`config.mk`:
```
export PLATFORM = sky130hd
export DESIGN_NAME = idecode_nw_ctrl
export DESIGN_NICKNAME = d
export VERILOG_FILES = /design/src/rtl/idecode_nw_ctrl_pkg.sv /design/src/rtl/idecode_nw_ctrl_dec_issue_select.sv /design/src/rtl/idecode_nw_ctrl.sv
export SDC_FILE = /design/constraint.sdc
export NUM_CORES = 1
export LEC_CHECK = 0
export ABC_CLOCK_PERIOD_IN_PS = 4450
export CAP_MARGIN = 20
export CORE_MARGIN = 2
export CORE_UTILIZATION = 44
export CTS_CLUSTER_DIAMETER = 40
export DETAILED_ROUTE_END_ITERATION = 8
export GPL_ROUTABILITY_DRIVEN = 0
export PLACE_DENSITY = 0.78
export RECOVER_POWER = 25
export SLEW_MARGIN = 20
export SYNTH_ARGS = -nofsm -noshare
export SYNTH_HDL_FRONTEND = slang
export SYNTH_SLANG_ARGS = --single-unit
```
`constraint.sdc`:
```
create_clock -name clk -period 4.45 [get_ports clk]
set_input_delay 0.89 -clock clk [delete_from_list [all_inputs] [get_ports clk]]
set_output_delay 0.89 -clock clk [all_outputs]
set_load 0.01 [all_outputs]
```
`src/rtl/idecode_nw_ctrl_pkg.sv`:
```
// Shared types and helpers for the N-wide decode issue controller.
// Default widths mirror the reference configuration (2 lanes, 4 branch tags).
package idecode_nw_ctrl_pkg;

  localparam int DEF_DEC_WIDTH     = 2;
  localparam int DEF_MAX_BRANCH_IF = 4;
  localparam int DEF_PC_BITS       = 32;
  localparam int DEF_TAG_BITS      = $clog2(DEF_MAX_BRANCH_IF);

  typedef logic [DEF_TAG_BITS-1:0] br_tag_t;

  typedef struct packed {
    logic                   valid;
    br_tag_t                tag;
    logic                   mispred;
    logic [DEF_PC_BITS-1:0] pc;
  } br_resolve_t;

  typedef struct packed {
    logic valid;
    logic is_branch;
  } dec_lane_ctrl_t;

  function automatic int count_ones(input logic [31:0] v);
    int n;
    n = 0;
    for (int i = 0; i < 32; i++) begin
      if (v[i]) n++;
    end
    return n;
  endfunction

endpackage

```
`src/rtl/idecode_nw_ctrl_dec_issue_select.sv`:
```
// Combinational issue selection: longest issuable lane prefix and per-lane
// count of older branches used to derive branch tags.
module dec_issue_select
  import idecode_nw_ctrl_pkg::*;
#(
  parameter int DEC_WIDTH = 2,
  parameter int CNT_BITS  = 2,
  parameter int FREE_BITS = 3
) (
  input  logic                               en_i,
  input  logic [DEC_WIDTH-1:0]               in_valid_i,
  input  logic [DEC_WIDTH-1:0]               in_is_branch_i,
  input  logic [CNT_BITS-1:0]                iq_free_i,
  input  logic [FREE_BITS-1:0]               free_i,
  output logic [CNT_BITS-1:0]                k_o,
  output logic [CNT_BITS-1:0]                nbr_o,
  output logic [DEC_WIDTH-1:0]               mask_o,
  output logic [DEC_WIDTH-1:0][CNT_BITS-1:0] off_o
);

  dec_lane_ctrl_t lane;
  int             nk;
  int             nb;
  int             pre;
  logic           stop;

  always_comb begin
    nk     = 0;
    nb     = 0;
    pre    = 0;
    stop   = 1'b0;
    lane   = '0;
    mask_o = '0;
    off_o  = '0;
    for (int i = 0; i < DEC_WIDTH; i++) begin
      lane     = '{valid: in_valid_i[i], is_branch: in_is_branch_i[i]};
      off_o[i] = CNT_BITS'(pre);
      if (lane.is_branch) pre++;
      // First lane that fails any condition ends the prefix; later lanes never skip ahead.
      if (!stop && en_i && lane.valid && (i < int'(iq_free_i)) &&
          (!lane.is_branch || (nb < int'(free_i)))) begin
        mask_o[i] = 1'b1;
        nk++;
        if (lane.is_branch) nb++;
      end else begin
        stop = 1'b1;
      end
    end
    k_o   = CNT_BITS'(nk);
    nbr_o = CNT_BITS'(nb);
  end

endmodule

```
`src/rtl/idecode_nw_ctrl.sv`:
```
// N-wide decode issue controller: branch-tag ring with out-of-order resolve,
// in-order retire, and mispredict flush with tail rollback.
module idecode_nw_ctrl
  import idecode_nw_ctrl_pkg::*;
#(
  parameter  int DEC_WIDTH     = DEF_DEC_WIDTH,
  parameter  int MAX_BRANCH_IF = DEF_MAX_BRANCH_IF,
  parameter  int PC_BITS       = DEF_PC_BITS,
  localparam int TAG_BITS      = $clog2(MAX_BRANCH_IF),
  localparam int CNT_BITS      = $clog2(DEC_WIDTH + 1),
  localparam int PTR_BITS      = TAG_BITS + 1
) (
  input  logic                          clk,
  input  logic                          rst,
  input  logic [DEC_WIDTH-1:0]          in_valid,
  input  logic [DEC_WIDTH-1:0]          in_is_branch,
  input  logic [CNT_BITS-1:0]           iq_free,
  output logic [CNT_BITS-1:0]           in_accept_cnt,
  output logic [DEC_WIDTH-1:0]          out_valid,
  output logic [DEC_WIDTH*TAG_BITS-1:0] out_br_tag,
  input  logic                          resolve_valid,
  input  logic [TAG_BITS-1:0]           resolve_tag,
  input  logic                          resolve_mispred,
  input  logic [PC_BITS-1:0]            resolve_pc,
  output logic                          flush_o,
  output logic [PC_BITS-1:0]            flush_pc_o,
  output logic [TAG_BITS-1:0]           flush_tag_o,
  output logic [PTR_BITS-1:0]           branch_if_o
);

  logic [PTR_BITS-1:0]      head_q, head_d, tail_q, tail_d, occ, free;
  logic [MAX_BRANCH_IF-1:0] resolved_q, resolved_d;
  logic                     flush_q, flush_d;
  logic [PC_BITS-1:0]       flush_pc_q, flush_pc_d;
  logic [TAG_BITS-1:0]      flush_tag_q, flush_tag_d;
  logic [TAG_BITS-1:0]      head_tag, tail_tag, res_dist;
  logic                     res_live, mispred, issue_en;
  logic [CNT_BITS-1:0]      k, nbr;
  logic [DEC_WIDTH-1:0]     mask;

  logic [DEC_WIDTH-1:0][CNT_BITS-1:0] off;
  logic [DEC_WIDTH-1:0][TAG_BITS-1:0] lane_tag;

  assign occ      = tail_q - head_q;
  assign free     = PTR_BITS'(MAX_BRANCH_IF) - occ;
  assign head_tag = head_q[TAG_BITS-1:0];
  assign tail_tag = tail_q[TAG_BITS-1:0];
  // A tag is live when its distance from head is below the occupancy.
  assign res_dist = resolve_tag - head_tag;
  assign res_live = resolve_valid && ({1'b0, res_dist} < occ);
  assign mispred  = res_live && resolve_mispred;
  assign issue_en = !rst && !flush_q && !mispred;

  dec_issue_select #(
    .DEC_WIDTH (DEC_WIDTH),
    .CNT_BITS  (CNT_BITS),
    .FREE_BITS (PTR_BITS)
  ) u_sel (
    .en_i           (issue_en),
    .in_valid_i     (in_valid),
    .in_is_branch_i (in_is_branch),
    .iq_free_i      (iq_free),
    .free_i         (free),
    .k_o            (k),
    .nbr_o          (nbr),
    .mask_o         (mask),
    .off_o          (off)
  );

  always_comb begin
    lane_tag = '0;
    for (int i = 0; i < DEC_WIDTH; i++) begin
      lane_tag[i] = tail_tag + TAG_BITS'(off[i]) - TAG_BITS'(!in_is_branch[i]);
    end
  end

  assign out_valid     = mask;
  assign out_br_tag    = lane_tag;
  assign in_accept_cnt = flush_q ? CNT_BITS'(count_ones(32'(in_valid))) : k;
  assign flush_o       = flush_q;
  assign flush_pc_o    = flush_pc_q;
  assign flush_tag_o   = flush_tag_q;
  assign branch_if_o   = occ;

  always_comb begin
    head_d      = head_q;
    tail_d      = tail_q + PTR_BITS'(nbr);
    resolved_d  = resolved_q;
    flush_d     = mispred;
    flush_pc_d  = flush_pc_q;
    flush_tag_d = flush_tag_q;
    for (int i = 0; i < DEC_WIDTH; i++) begin
      if (mask[i] && in_is_branch[i]) resolved_d[lane_tag[i]] = 1'b0;
    end
    if (res_live) resolved_d[resolve_tag] = 1'b1;
    // Rollback keeps the mispredicted tag; rebuilding from head preserves the wrap bit.
    if (mispred) begin
      tail_d      = head_q + PTR_BITS'(res_dist) + PTR_BITS'(1);
      flush_pc_d  = resolve_pc;
      flush_tag_d = resolve_tag;
    end
    if ((occ != '0) && resolved_q[head_tag]) head_d = head_q + PTR_BITS'(1);
  end

  always_ff @(posedge clk or posedge rst) begin
    if (rst) begin
      head_q      <= '0;
      tail_q      <= '0;
      resolved_q  <= '0;
      flush_q     <= 1'b0;
      flush_pc_q  <= '0;
      flush_tag_q <= '0;
    end else begin
      head_q      <= head_d;
      tail_q      <= tail_d;
      resolved_q  <= resolved_d;
      flush_q     <= flush_d;
      flush_pc_q  <= flush_pc_d;
      flush_tag_q <= flush_tag_d;
    end
  end

  resolve_in_range: assert property (@(posedge clk) disable iff (rst)
    resolve_valid |-> res_live);

endmodule

```
==> flow_metrics.env <==
export IMPL_status="complete, but fails checks"
export IMPL_failing_checks="max-capacitance violations, max-slew violations"
export IMPL_detailedRoute_firstIterationViolations=56
export IMPL_pin_count_of_the_biggest_net_entering_global_routing=46
export IMPL_core_um2=5170
export IMPL_layout_drive_gt1_share_pct=24.2
export IMPL_vdd_ir_drop_worst_v=0.000508
export IMPL_postSynthRegisterBits=45
export IMPL_clock_sinks=45
export IMPL_crit_end="in_accept_cnt[1]"
export IMPL_placed_cell_area_um2=3420
export IMPL_path_class="input pin to primary output"
export IMPL_reg_clk_slew_reported_paths_ns=0.08
export IMPL_post_synth_top_area_fraction_pct=47.3
export IMPL_cp_common_cell="sky130_fd_sc_hd__ha_1"
export IMPL_synth_enable_flop_cells=0
export IMPL_diodes=0
export IMPL_top_area_cells_in_the_synthesized_netlist="sky130_fd_sc_hd__dfrtp_1, sky130_fd_sc_hd__mux2_2, sky130_fd_sc_hd__ha_1, sky130_fd_sc_hd__inv_1, sky130_fd_sc_hd__xnor2_1"
export IMPL_synth_mux_area_share_pct=19.4
export IMPL_starting_density_pct=46.0
export IMPL_post_route_min_period_ns=4.30
export IMPL_hp_class="flop to flop"
export IMPL_timing_clock_skew_ns=0.00486
export IMPL_antenna_found_initial=0
export IMPL_cp_start_kind="input pin"
export IMPL_layout_setup_ws_ns=0.150
export IMPL_cp_cell_sequence="clkdlybuf4s50_1 > inv_1 > ha_1 > xnor2_1 > xnor2_1 > ha_1 > o21a_1 > o22ai_4 > nor2_2 > ha_1 > mux2_2 > dlygate4sd2_1"
export IMPL_total_via_count_after_detailed_routing=1764
export IMPL_yosys_area_share_adder_pct=11.7
export IMPL_timing_final_crit_share_pct=96.6
export IMPL_finalNetCount=357
export IMPL_setup_reg_to_reg_worst_slack_ns=0.57
export IMPL_h_tree_depth=2
export IMPL_cts_post_setup_buffers_inserted=0
export IMPL_synthesis_instances=188
export IMPL_viasPerCell=4.86
export IMPL_post_synth_num_cell_types=30
export IMPL_routed_wirelength_um=4980
export IMPL_synthesis_area_um2=2380
export IMPL_syn_nets=253
export IMPL_synth_compound_gate_area_share_pct=4.52
export IMPL_placement_setup_worst_slack_ns=-0.163
export IMPL_finalSetupViolations=0
export IMPL_max_cap_violations=1
export IMPL_rsz0062_at_grt="no"
export IMPL_cp_max_fo=3
export IMPL_slowest_delay_ns=0.48
export IMPL_die_h_um=77.5
export IMPL_syn_area_per_cell_um2=12.7
export IMPL_grt_use_total_pct=17.7
export IMPL_crit_required_ns=3.56
export IMPL_hold_viol=0
export IMPL_max_slew_margin_pct=-10.9
export IMPL_grt_first_pass_wirelength_um=8470
export IMPL_design_die_area_um2=6010
export IMPL_layout_common_cells="sky130_fd_sc_hd__clkdlybuf4s50_1, sky130_fd_sc_hd__dfrtp_1, sky130_fd_sc_hd__mux2_2"
export IMPL_num_io_pins=90
export IMPL_grt_overflow=0
export IMPL_static_leakage_power_nw=1.56
export IMPL_cell_with_the_largest_stage_delay_on_the_worst_path="sky130_fd_sc_hd__clkdlybuf4s50_1"
export IMPL_launch_instance_of_the_worst_register_to_register_path="tail_q[0]"
export IMPL_synth_async_sr_flop_share_pct=100
export IMPL_area_growth_syn_to_layout_pct=48.0
export IMPL_clk_root_buffer_cell="sky130_fd_sc_hd__clkbuf_8"
export IMPL_wire_per_inst_um=13.7
export IMPL_die_width_um=77.5
export IMPL_slew_at_the_pin_with_the_worst_max_slew_slack_ns=1.66
export IMPL_timing_fmax_mhz=233
export IMPL_r2r_worst_path_cells=19
export IMPL_holdBufCountCts=0
export IMPL_drt_first_pass_iters=4
export IMPL_yosysWarningCount=0
export IMPL_detailed_place_hpwl_um=3790
export IMPL_floorplan_rows=26
export IMPL_fin_area_um2=3520
export IMPL_finalMaxSlewViolations=46
export IMPL_tritoncts_num_buffers=5
export IMPL_post_synth_top_area_cell="sky130_fd_sc_hd__dfrtp_1"
export IMPL_timing_critical_path_from="resolve_tag[0]"
export IMPL_buffer_ports_inserted=89
export IMPL_yosys_most_used_dff="sky130_fd_sc_hd__dfrtp_1"
export IMPL_synth_simple_gate_area_share_pct=8.10
export IMPL_worstPathArrival_ns=3.41
export IMPL_clockBufferDepth=2
export IMPL_clock_tree_from_tritoncts="yes"
export IMPL_reg2reg_to="tail_q[2]"
export IMPL_drc_errors=0
export IMPL_final_common_cell="sky130_fd_sc_hd__clkdlybuf4s50_1"
export IMPL_yosysSeqAreaShare_pct=47.3
export IMPL_vias_in_the_first_global_route=1831
export IMPL_synth_top_family_by_area="multiplexers"
export IMPL_powerDensity_nw_per_um2=843
export IMPL_synth_xor_xnor_area_share_pct=4.68
export IMPL_postRouteAntennaNets=0
export IMPL_cp_end_kind="primary output"
export IMPL_worstSkewPairLatency_ns=0.30
==> cell families (layout without fill, tap and decap cells) <==
logic type	count (synthesis)	count (layout)
xor gates and xnor gates	11	11
AOI/OAI and AO/OA	16	16
DFF	45	45
and+or+nand+nor	32	32
adders and majority gates	21	21
buffers and inverters	23	128
muxes	40	40
==> flip-flops by register name (all words and copies together), names as in the netlist <==
signal,cells
tail_q,3
head_q,3
flush_tag_o,2
flush_o,1
flush_pc_o,32
resolved_q,4
==> final cells by class <==
type | count | area [um2]
clock buffer | 6 | 82.6
clock inverter | 2 | 16.3
fill | 401 | 1650
inverter | 19 | 71.3
multi-input combinational | 120 | 1160
sequential | 45 | 1130
tap | 70 | 87.6
timing repair buffer | 101 | 975
==> worst min path at each step <==
stage	start	end	slack, ns	cells past startpoint
2_1_floorplan	head_q[2]	head_q[2]	0.48	1
3_3_place_gp	flush_pc_o[26]	flush_pc_o[26]	0.49	1
3_5_place_dp	flush_pc_o[23]	flush_pc_o[23]	0.49	1
4_1_cts	flush_pc_o[5]	flush_pc_o[5]	0.51	1
5_1_grt	flush_pc_o[23]	flush_pc_o[23]	0.52	1
6_report	flush_pc_o[8]	flush_pc_o[8]	0.51	1
==> power by group <==
part           leakage [nW]  switching (W)  internal, W
combinational         0.992       0.000837      0.00111
sequential            0.519       0.000116     0.000629
clock                0.0478       0.000146     0.000128
==> cells in the mapped netlist (all sizes together) (4+ instances only) <==
| master | n |
|---|---|
| a21oi | 4 |
| nand2 | 8 |
| buf | 4 |
| mux2 | 39 |
| o21ai | 6 |
| inv | 19 |
| nand3 | 4 |
| xor2 | 5 |
| dfrtp | 45 |
| nor2 | 8 |
| ha | 19 |
| xnor2 | 5 |
| o31ai | 4 |
==> worst max-delay path, delay by kind of cell <==
kind            cells  cell delay, ns
buf+inv             3            0.82
xor+xnor            2            0.34
fa+ha+maj           3            0.67
mux                 1            0.25
compound gates      2            0.36
simple gates        1            0.08
==> metrics by stage <==
step | std cells | setup TNS, ns | utilization [%] | hold WS, ns | power [W]
final | 363 | 0 | 68.0 | 0.510 | 0.00297
after global routing | 363 | 0 | 68.0 | 0.524 | 0.00318
after CTS | 363 | 0 | 68.0 | 0.513 | 0.00297
after detailed placement | 355 | -0.270 | 66.1 | 0.495 | 0.00267
after global placement | 355 | -0.198 | 66.1 | 0.488 | 0.00262
after floorplan | 188 | 0 | - | 0.482 | 0.00191
==> per-layer routing <==
layer,up-vias,global-route usage [%],wire length [um]
met4,0,4.82,52
met1,846,22.9,2240
met2,55,29.1,2380
met3,7,5.00,308
met5,-,0,0
li1,856,-,-
==> repair_timing <==
| action | in CTS | in global routing |
|---|---|---|
| pin swaps | 0 | 3 |
| endpoints found under the setup margin | 2 | 2 |
| resized for setup | 3 | 4 |
No activity file was read; power rests on OpenSTA's default activity.
